==> config.mk <==
export PLATFORM = sky130hd
export DESIGN_NAME = instr_fetch_stage_flat
export DESIGN_NICKNAME = d
export VERILOG_FILES = /design/src/rtl/fetch_pkg.sv /design/src/rtl/instr_fetch_stage_if.sv /design/src/rtl/fetch_skid_fifo.sv /design/src/rtl/instr_fetch_stage.sv /design/src/flat_wrapper.sv
export SDC_FILE = /design/constraint.sdc
export NUM_CORES = 1
export LEC_CHECK = 0
export ABC_AREA = 1
export ABC_CLOCK_PERIOD_IN_PS = 2700
export CORE_ASPECT_RATIO = 1.5
export CORE_MARGIN = 2
export CORE_UTILIZATION = 44
export CTS_CLUSTER_DIAMETER = 60
export DETAILED_ROUTE_END_ITERATION = 8
export PLACE_DENSITY = 0.73
export SYNTH_ARGS = -nofsm -noshare
export SYNTH_HDL_FRONTEND = slang
export SYNTH_SLANG_ARGS = --single-unit
==> constraint.sdc <==
create_clock -name clk -period 2.7 [get_ports clk]
set_clock_uncertainty 0.2 [all_clocks]
set_input_delay 0.54 -clock clk [delete_from_list [all_inputs] [get_ports clk]]
set_output_delay 0.54 -clock clk [all_outputs]
set_load 0.02 [all_outputs]
==> src/rtl/fetch_pkg.sv <==
// rtl/fetch_pkg.sv - shared widths, opcodes and entry types for the fetch stage
package fetch_pkg;

    localparam int ADDR_W  = 8;
    localparam int INSTR_W = 24;

    localparam logic [3:0] OP_HALT = 4'b1110;
    localparam logic [3:0] OP_JMP  = 4'b1111;

    typedef struct packed {
        logic [3:0] op;
        logic [3:0] wa;
        logic [3:0] ra1;
        logic [3:0] ra2;
        logic [7:0] imm;
    } instr_t;

    typedef struct packed {
        instr_t              word;
        logic [ADDR_W-1:0]   addr;
    } fetch_entry_t;

    typedef enum logic {
        ST_RUN  = 1'b0,
        ST_HALT = 1'b1
    } fetch_state_e;

endpackage

==> src/rtl/instr_fetch_stage_if.sv <==
// rtl/instr_fetch_stage_if.sv - ROM read bus and decoded-instruction handshake
interface instr_fetch_stage_if;
    import fetch_pkg::*;

    logic                imem_rd;
    logic [ADDR_W-1:0]   imem_addr;
    logic [INSTR_W-1:0]  imem_data;

    logic                out_valid;
    logic                out_ready;
    logic [3:0]          op;
    logic [3:0]          wa;
    logic [3:0]          ra1;
    logic [3:0]          ra2;
    logic [7:0]          imm;
    logic [ADDR_W-1:0]   pc_out;

    modport master (
        output imem_rd, imem_addr, out_valid, op, wa, ra1, ra2, imm, pc_out,
        input  imem_data, out_ready
    );

    modport slave (
        input  imem_rd, imem_addr, out_valid, op, wa, ra1, ra2, imm, pc_out,
        output imem_data, out_ready
    );

endinterface

==> src/rtl/fetch_skid_fifo.sv <==
// rtl/fetch_skid_fifo.sv - two-entry instruction buffer with flush and combinational head
module fetch_skid_fifo
    import fetch_pkg::*;
(
    input  logic          clk,
    input  logic          rst_n,
    input  logic          flush,
    input  logic          push,
    input  fetch_entry_t  push_entry,
    input  logic          pop,
    output fetch_entry_t  head,
    output logic          head_valid,
    output logic [1:0]    count
);

    fetch_entry_t mem [2];
    logic         wr_ptr;
    logic         rd_ptr;

    always_ff @(posedge clk or negedge rst_n) begin
        if (!rst_n) begin
            mem[0] <= '0;
            mem[1] <= '0;
            wr_ptr <= 1'b0;
            rd_ptr <= 1'b0;
            count  <= 2'd0;
        end else if (flush) begin
            wr_ptr <= 1'b0;
            rd_ptr <= 1'b0;
            count  <= 2'd0;
        end else begin
            if (push) begin
                mem[wr_ptr] <= push_entry;
                wr_ptr      <= ~wr_ptr;
            end
            if (pop) begin
                rd_ptr <= ~rd_ptr;
            end
            case ({push, pop})
                2'b10:   count <= count + 2'd1;
                2'b01:   count <= count - 2'd1;
                default: count <= count;
            endcase
        end
    end

    assign head       = mem[rd_ptr];
    assign head_valid = (count != 2'd0);

endmodule

==> src/rtl/instr_fetch_stage.sv <==
// rtl/instr_fetch_stage.sv - PC, credit-gated ROM issue, HALT/restart; JMP under FETCH_JUMP_EN
module instr_fetch_stage
    import fetch_pkg::*;
(
    input  logic                        clk,
    input  logic                        reset,
    input  logic                        restart,
    instr_fetch_stage_if.master         bus,
    output logic                        halted
);

    fetch_state_e       state;
    fetch_state_e       state_nxt;
    logic               live;
    logic [ADDR_W-1:0]  pc;
    logic [ADDR_W-1:0]  pc_nxt;
    logic               inflight;
    logic [ADDR_W-1:0]  inflight_addr;

    instr_t             land_word;
    fetch_entry_t       land_entry;
    logic               land_halt;
    logic               land_jmp;
    logic               land_ctrl;
    logic               push;
    logic               pop;
    logic               issue;
    logic               credit_ok;
    logic [2:0]         occupancy;
    logic [1:0]         count;
    logic               head_valid;
    fetch_entry_t       head;

    assign land_word  = instr_t'(bus.imem_data);
    assign land_entry = '{word: land_word, addr: inflight_addr};
    assign land_halt  = inflight && (land_word.op == OP_HALT);
`ifdef FETCH_JUMP_EN
    assign land_jmp   = inflight && (land_word.op == OP_JMP);
`else
    assign land_jmp   = 1'b0;
`endif
    assign land_ctrl  = land_halt || land_jmp;

    // Control words are consumed on landing; restart drops whatever lands
    assign push = inflight && !land_ctrl && !restart;
    assign pop  = bus.out_valid && bus.out_ready;

    assign occupancy = {1'b0, count} + {2'b00, inflight};
    assign credit_ok = occupancy < (3'd2 + {2'b00, pop});

    always_ff @(posedge clk or negedge reset) begin
        if (!reset) begin
            state <= ST_RUN;
        end else begin
            state <= state_nxt;
        end
    end

    always_comb begin
        state_nxt = state;
        if (restart) begin
            state_nxt = ST_RUN;
        end else if (land_halt) begin
            state_nxt = ST_HALT;
        end
    end

    always_comb begin
        issue  = 1'b0;
        halted = 1'b0;
        case (state)
            ST_RUN:  issue  = live && !restart && !land_ctrl && credit_ok;
            ST_HALT: halted = 1'b1;
            default: issue  = 1'b0;
        endcase
    end

    always_comb begin
        pc_nxt = pc;
        if (restart) begin
            pc_nxt = '0;
        end else if (land_jmp) begin
            pc_nxt = ADDR_W'(land_word.imm);
        end else if (issue) begin
            pc_nxt = pc + ADDR_W'(1);
        end
    end

    // live holds off the first issue until one full cycle after reset release
    always_ff @(posedge clk or negedge reset) begin
        if (!reset) begin
            live          <= 1'b0;
            pc            <= '0;
            inflight      <= 1'b0;
            inflight_addr <= '0;
        end else begin
            live     <= 1'b1;
            pc       <= pc_nxt;
            inflight <= issue;
            if (issue) begin
                inflight_addr <= pc;
            end
        end
    end

    fetch_skid_fifo u_buf (
        .clk        (clk),
        .rst_n      (reset),
        .flush      (restart),
        .push       (push),
        .push_entry (land_entry),
        .pop        (pop),
        .head       (head),
        .head_valid (head_valid),
        .count      (count)
    );

    assign bus.imem_rd   = issue;
    assign bus.imem_addr = pc;
    assign bus.out_valid = head_valid && !restart;
    assign bus.op        = head.word.op;
    assign bus.wa        = head.word.wa;
    assign bus.ra1       = head.word.ra1;
    assign bus.ra2       = head.word.ra2;
    assign bus.imm       = head.word.imm;
    assign bus.pc_out    = head.addr;

endmodule

==> src/flat_wrapper.sv <==
// flat-port wrapper written by rule: the top's interface ports become plain ports
module instr_fetch_stage_flat import fetch_pkg::*;
  (clk, reset, restart, halted, bus_imem_rd, bus_imem_addr, bus_out_valid, bus_op, bus_wa, bus_ra1, bus_ra2, bus_imm, bus_pc_out, bus_imem_data, bus_out_ready);
  instr_fetch_stage_if bus_i ();
  input  logic clk;
  input  logic reset;
  input  logic restart;
  output logic halted;
  output wire logic [$bits(bus_i.imem_rd)-1:0] bus_imem_rd;
  output wire logic [$bits(bus_i.imem_addr)-1:0] bus_imem_addr;
  output wire logic [$bits(bus_i.out_valid)-1:0] bus_out_valid;
  output wire logic [$bits(bus_i.op)-1:0] bus_op;
  output wire logic [$bits(bus_i.wa)-1:0] bus_wa;
  output wire logic [$bits(bus_i.ra1)-1:0] bus_ra1;
  output wire logic [$bits(bus_i.ra2)-1:0] bus_ra2;
  output wire logic [$bits(bus_i.imm)-1:0] bus_imm;
  output wire logic [$bits(bus_i.pc_out)-1:0] bus_pc_out;
  input wire logic [$bits(bus_i.imem_data)-1:0] bus_imem_data;
  input wire logic [$bits(bus_i.out_ready)-1:0] bus_out_ready;
  assign bus_imem_rd = bus_i.imem_rd;
  assign bus_imem_addr = bus_i.imem_addr;
  assign bus_out_valid = bus_i.out_valid;
  assign bus_op = bus_i.op;
  assign bus_wa = bus_i.wa;
  assign bus_ra1 = bus_i.ra1;
  assign bus_ra2 = bus_i.ra2;
  assign bus_imm = bus_i.imm;
  assign bus_pc_out = bus_i.pc_out;
  assign bus_i.imem_data = bus_imem_data;
  assign bus_i.out_ready = bus_out_ready;
  instr_fetch_stage u_core (.clk(clk), .reset(reset), .restart(restart), .bus(bus_i), .halted(halted));
endmodule
=== After elaboration in Yosys (flattened, before gate mapping) ===
Index checks and enable logic that the tools add are counted.

* Bits of input ports: 28
* Output and inout bits: 43
* Register bits: 87
* Logic and storage cells: 73

* Add/subtract/negate cells: 5
* Magnitude comparators: 4
* Reduce and logical (&&, ||, !) cells: 18
* Equal/unequal tests: 3
* Bitwise operators: 5
* Mux-type cells: 18

{| class="wikitable"
|+ Operator list
! cell !! count
|-
| $mux 32 || 4
|-
| $bwmux 64 || 1
|-
| $demux 32 s1 || 1
|-
| $mux 8 || 2
|-
| $reduce_bool 2->1 || 5
|-
| $logic_and 1x1->1 || 9
|-
| $add 8x1->8 const B || 1
|-
| $mux 1 || 8
|-
| $eq 4x4->1 const B || 1
|-
| $ge 2x2->1 const B || 2
|-
| $not 1->2 || 2
|-
| $pmux 2 s2 || 1
|-
| $add 2x1->3 || 1
|-
| $add 2x1->3 const A || 1
|-
| $lt 3x3->1 || 1
|-
| $not 1->1 || 3
|-
| $reduce_bool 3->1 || 1
|-
| $add 2x1->2 const B || 1
|-
| $eq 2x1->1 const B || 1
|-
| $eq 2x2->1 const B || 1
|-
| $logic_not 1->1 || 2
|-
| $lt 2x1->1 const B || 1
|-
| $mux 2 || 1
|-
| $reduce_and 2->1 || 1
|-
| $sub 2x1->2 const B || 1
|}

=== Longest topological paths before layout ===
* Depth in word-level cells: 9
* Depth in mapped cells: 10
* Mapped depth without buffers: 10

=== By module ===
Synthesis repeated with hierarchy kept, for this count alone.

* Cell total of the unflattened synthesis: 431
* Area total of the unflattened synthesis: 4101.4 µm²

{| class="wikitable"
|+ Modules (own cells, without submodules)
! module !! area each (µm²) !! cells each !! seq. area each (µm²) !! instances
|-
| fetch_skid_fifo || 3072.9 || 302 || 1701.6 || 1
|-
| instr_fetch_stage || 1028.5 || 129 || 475.5 || 1
|}

=== Worst setup path after synthesis ===
No wires, ideal clock.

* Kind: register to output
* Start point: reg u_core.u_buf.count[0]
* End point: out bus_imem_rd
* Path buffers: 1
* Data arrival time: 1396 ps
* Setup slack: 564 ps
* Data required time: 1960 ps
* Cell stages (with the launch flop): 8
* Path through: dfrtp_1 ha_1 ha_1 nor2_1 nand2_1 nand3b_1 nor2_1 buf_4

* Longest elaborated chain between the ends: 7
* Elaborated cells on any way between the ends: 8
* Those cells by class: add/sub (2); order compare (1); mux (1); reduce/logical (4)

{| class="wikitable"
|+ Ends and longest elaborated chain
! item !! RTL line !! text
|-
| start, declared || fetch_skid_fifo.sv:13 || <nowiki>output logic [1:0] count</nowiki>
|-
| start signal, assigned || fetch_skid_fifo.sv:40 || <nowiki>2'b10: count <= count + 2'd1;</nowiki>
|-
| start signal, assigned || fetch_skid_fifo.sv:41 || <nowiki>2'b01: count <= count - 2'd1;</nowiki>
|-
| start signal, assigned || fetch_skid_fifo.sv:42 || <nowiki>default: count <= count;</nowiki>
|-
| $reduce_bool 2->1 || fetch_skid_fifo.sv:48 || <nowiki>assign head_valid = (count != 2'd0);</nowiki>
|-
| $logic_and 1x1->1 || instr_fetch_stage.sv:120 || <nowiki>assign bus.out_valid = head_valid && !restart;</nowiki>
|-
| $logic_and 1x1->1 || instr_fetch_stage.sv:46 || <nowiki>assign pop = bus.out_valid && bus.out_ready;</nowiki>
|-
| $add 2x1->3 || instr_fetch_stage.sv:49 || <nowiki>assign credit_ok = occupancy < (3'd2 + {2'b00, pop});</nowiki>
|-
| $lt 3x3->1 (*) || instr_fetch_stage.sv:49 ||
|-
| $logic_and 1x1->1 (*) || instr_fetch_stage.sv:72 || <nowiki>ST_RUN: issue = live && !restart && !land_ctrl && credit_ok;</nowiki>
|-
| $mux 1 (*) || instr_fetch_stage.sv:71 || <nowiki>case (state)</nowiki>
|-
| end, declared || flat_wrapper.sv:9 || <nowiki>output wire logic [$bits(bus_i.imem_rd)-1:0] bus_imem_rd;</nowiki>
|}

Mark *: on every way between the ends. The rest lies on a longest branch, timed or not.

=== Final worst setup path ===
* Start point: reg u_core.u_buf.rd_ptr
* End point: out bus_pc_out[0]

* Longest elaborated chain between the ends: 4

{| class="wikitable"
|+ Ends and longest elaborated chain
! item !! RTL line !! text
|-
| start, declared || fetch_skid_fifo.sv:18 || <nowiki>logic rd_ptr;</nowiki>
|-
| start signal, assigned || fetch_skid_fifo.sv:37 || <nowiki>rd_ptr <= ~rd_ptr;</nowiki>
|-
| $not 1->2 (not written as such) || fetch_skid_fifo.sv:47 || <nowiki>assign head = mem[rd_ptr];</nowiki>
|-
| $mux 32 (not written as such) (3 in series) || fetch_skid_fifo.sv:47 ||
|-
| end, declared || flat_wrapper.sv:17 || <nowiki>output wire logic [$bits(bus_i.pc_out)-1:0] bus_pc_out;</nowiki>
|}

No other way between the ends. The select of a mux whose other input is x is not followed.

==> impl_results.md <==
- DR WL/cell: around 13 um
- Final ANT Viol Nets: 0
- Mapped cell area: ~4100 um2
- Max Freq: 388 MHz
- Switching part of the total: between 30% and 40%
- DRT Pass-1 Iters: 4
- Initial core utilization: 44.8%
- Top post-synthesis cells by area: dfrtp_1, nand2_1, o21ai_0
- TritonCTS Buffers: 9
- Number of enable flip-flop cells after synthesis: 0
- GR Overflow Total: 0
- CTS tree: built
- Clock power frac: a little under a quarter
- Flop and latch count out of synthesis: between 80 and 90
- Buf/Inv on CP: 2
- Yosys top cell area share: 53.1%
- Post-synth top area cell: dfrtp_1
- CTS Buffer Depth: 2
- # IOs: just over 70
- CP max-delay cell: clkdlybuf4s50_1
- Final count of pins violating max slew: 0
- Clock Sinks: 87
- Most used DFF post-synth: dfrtp_1
- Seq pwr share: 37.0%
- First-pass GRT wire length: around 15000 um
- Logic pwr share: slightly below 40%
- Fin crit share: between 90% and 100%
- Utilization after layout: a little under three fifths
- Minimum clock period: roughly 2.6 ns
- Crit-path cells: buf_6, nor2_1, a21oi_1, clkdlybuf4s50_1
- CP arrival: between 1.5 and 2 ns
- Vias in the first global route: approximately 3300
- Worst hold slack: ~0.29 ns
- Total Routing Usage GR: a little under a fifth
- Synth Area per Inst: around 8.3 um2
- Share of post-route cells with drive strength above 1: 8.45%
- Chip width: about 83 um
- Final hold vios: 0
- Initial drt markers: 225
- Post-synth ARST share: between 90% and 100%
- Crit Path Max Fanout: 26
- Row count: 43
- Post-synth top cells: nand2_1, dfrtp_1, inv_1
- Leak pwr: roughly 2.6 nW
- Final wirelength: ~8700 um
- Distinct cell type count of the synthesized netlist: 28
- DRC viols: 0
- Setup crit start kind: flop
- IR drop worst, VDD: between 0.4 and 0.5 mV
- Area grow syn2layout: 27.2%
- WS Path Type: flop to primary output
- Pint: approximately 0.0033 W
- Syn Nets: 522
- Slowest Stage Delay on Critical Path: 0.63 ns
- Final setup viols: 0
- Layout Nets: 594
- Max Cap Viol: 0
- Post-Syn Instances: 491
- Total power divided by cell area: slightly below 1000 nW/um2
- Req. time, crit path: 1.96 ns
- Status: complete, no violations
- Pin count of the biggest net entering global routing: 66
- GP Congestion: around 0.8
- Antenna Cells: 0
- Top-count cell post-synth: nand2_1
- Initial antenna violation count: 0
- IO buf count: 70
- Core area: roughly 9000 um2
- Die Ht: around 120 um
- Hold Path Class: flop to flop
- RSZ-0062 raised after global routing: false
- Detailed-route via count: 3377
- Clk_lat worst skew: about 0.33 ns
- Synth warnings: 0
- Die area: 10100 um2
- Sequential share of the synthesized area: a little over half
- Postcts setup bufs: 0
- Switching Power: approximately 0.0018 W
- Cell family with most CP delay: buffers and inverters
- DP HPWL: 5860 um
- CTS root buf: clkbuf_16
- DR vias/cell: ~5.0
- Critical Path Sink Type: primary output
- # H-tree levels: 3
- Clock slew at reported path FFs: approximately 0.06 ns
## stage by stage
step | total power (W) | setup WS [ns] | cells | instance area, um2 | TNS (ns)
floorplan | 0.00307 | 0.564 | 491 | 4100 | 0
global placement | 0.00385 | -0.269 | 663 | 4900 | -0.269
detailed placement | 0.00392 | -0.295 | 663 | 4900 | -0.295
CTS | 0.00516 | 0.0110 | 680 | 5210 | 0
global route | 0.00544 | 0.0132 | 680 | 5210 | 0
finish | 0.00510 | 0.122 | 680 | 5210 | 0
## what timing repair did
action,in CTS,in global routing
gates resized for setup,4,3
gates cloned,0,0
endpoints found under the setup margin,1,4
hold buffers,1,0
endpoints found under the hold margin,25,0
## worst paths after layout
kind,from,endpoint,slack (ns),cells after the start
worst max register to register,u_core.u_buf.count[0]$_DFFE_PN0P_,u_core.inflight_addr[4]$_DFFE_PN0P_,0.76,9
max in group asynchronous,reset,u_core.u_buf.rd_ptr$_DFFE_PN0P_,1.20,3
worst min-delay path,u_core.u_buf.mem[32]$_DFFE_PN0P_,u_core.u_buf.mem[32]$_DFFE_PN0P_,0.29,2
worst max-delay path,u_core.u_buf.rd_ptr$_DFFE_PN0P_,bus_pc_out[0],0.12,4
min in group asynchronous,reset,u_core.u_buf.mem[43]$_DFFE_PN0P_,0.45,2
worst min register to register,u_core.u_buf.mem[32]$_DFFE_PN0P_,u_core.u_buf.mem[32]$_DFFE_PN0P_,0.29,2
## cell type report
class | instances | area (um2)
Multi-Input combinational cell | 295 | 1410
Inverter | 84 | 315
Fill cell | 844 | 3940
Sequential cell | 87 | 2180
Clock buffer | 13 | 250
Tap cell | 112 | 140
Timing Repair Buffer | 86 | 872
Clock inverter | 3 | 42.5
## registers in the layout, indices dropped and copies added, names as in the netlist
signal	count
u_core.u_buf.mem	64
u_core.bus.imem_addr	8
u_core.inflight_addr	8
u_core.u_buf.count	2
u_core.inflight	1
u_core.live	1
u_core.state	1
u_core.u_buf.rd_ptr	1
u_core.u_buf.wr_ptr	1
## layer usage
layer	routed length [um]	GRT usage, %
met1	3680	22.9
met2	4530	32.4
met3	283	2.44
met4	217	9.12
met5	0	0
## placed cells by master (no fill, tap or decap), drive strengths merged, types with 3 or more instances in the layout
cell	netlist	final
nor2	38	38
clkdlybuf4s50	0	67
dfrtp	87	87
nand2	112	112
clkbuf	6	13
buf	19	17
nand4	8	8
ha	3	3
a21oi	30	30
inv	84	84
nand3	19	19
mux2	3	3
o21ai	72	72
o21a	3	3
## kinds of logic after synthesis
group / Yosys count / synth area share [%]
XOR/XNOR: 2 / 0.428
buffers and inverters: 109 / 12.5
adder cells (fa/ha/maj): 3 / 0.916
other: 1 / 0.0915
AO/OA/AOI/OAI: 105 / 13.4
multiplexers: 3 / 0.825
AND/OR/NAND/NOR: 181 / 18.7
flip-flops: 87 / 53.1
## power by group through the flow
stage,clock network [W],registers (W),logic (W)
floorplan,0,0.00186,0.00120
global placement,0,0.00188,0.00197
detailed placement,0,0.00191,0.00201
CTS,0.00125,0.00188,0.00203
global route,0.00130,0.00193,0.00221
finish,0.00122,0.00189,0.00200
## tightest hold or removal path, stage by stage, from the launching register on
cell     delay, ns
dfrtp_1       0.35
nand2_1       0.05
o21ai_0       0.05
(Power assumes the default switching activity.)
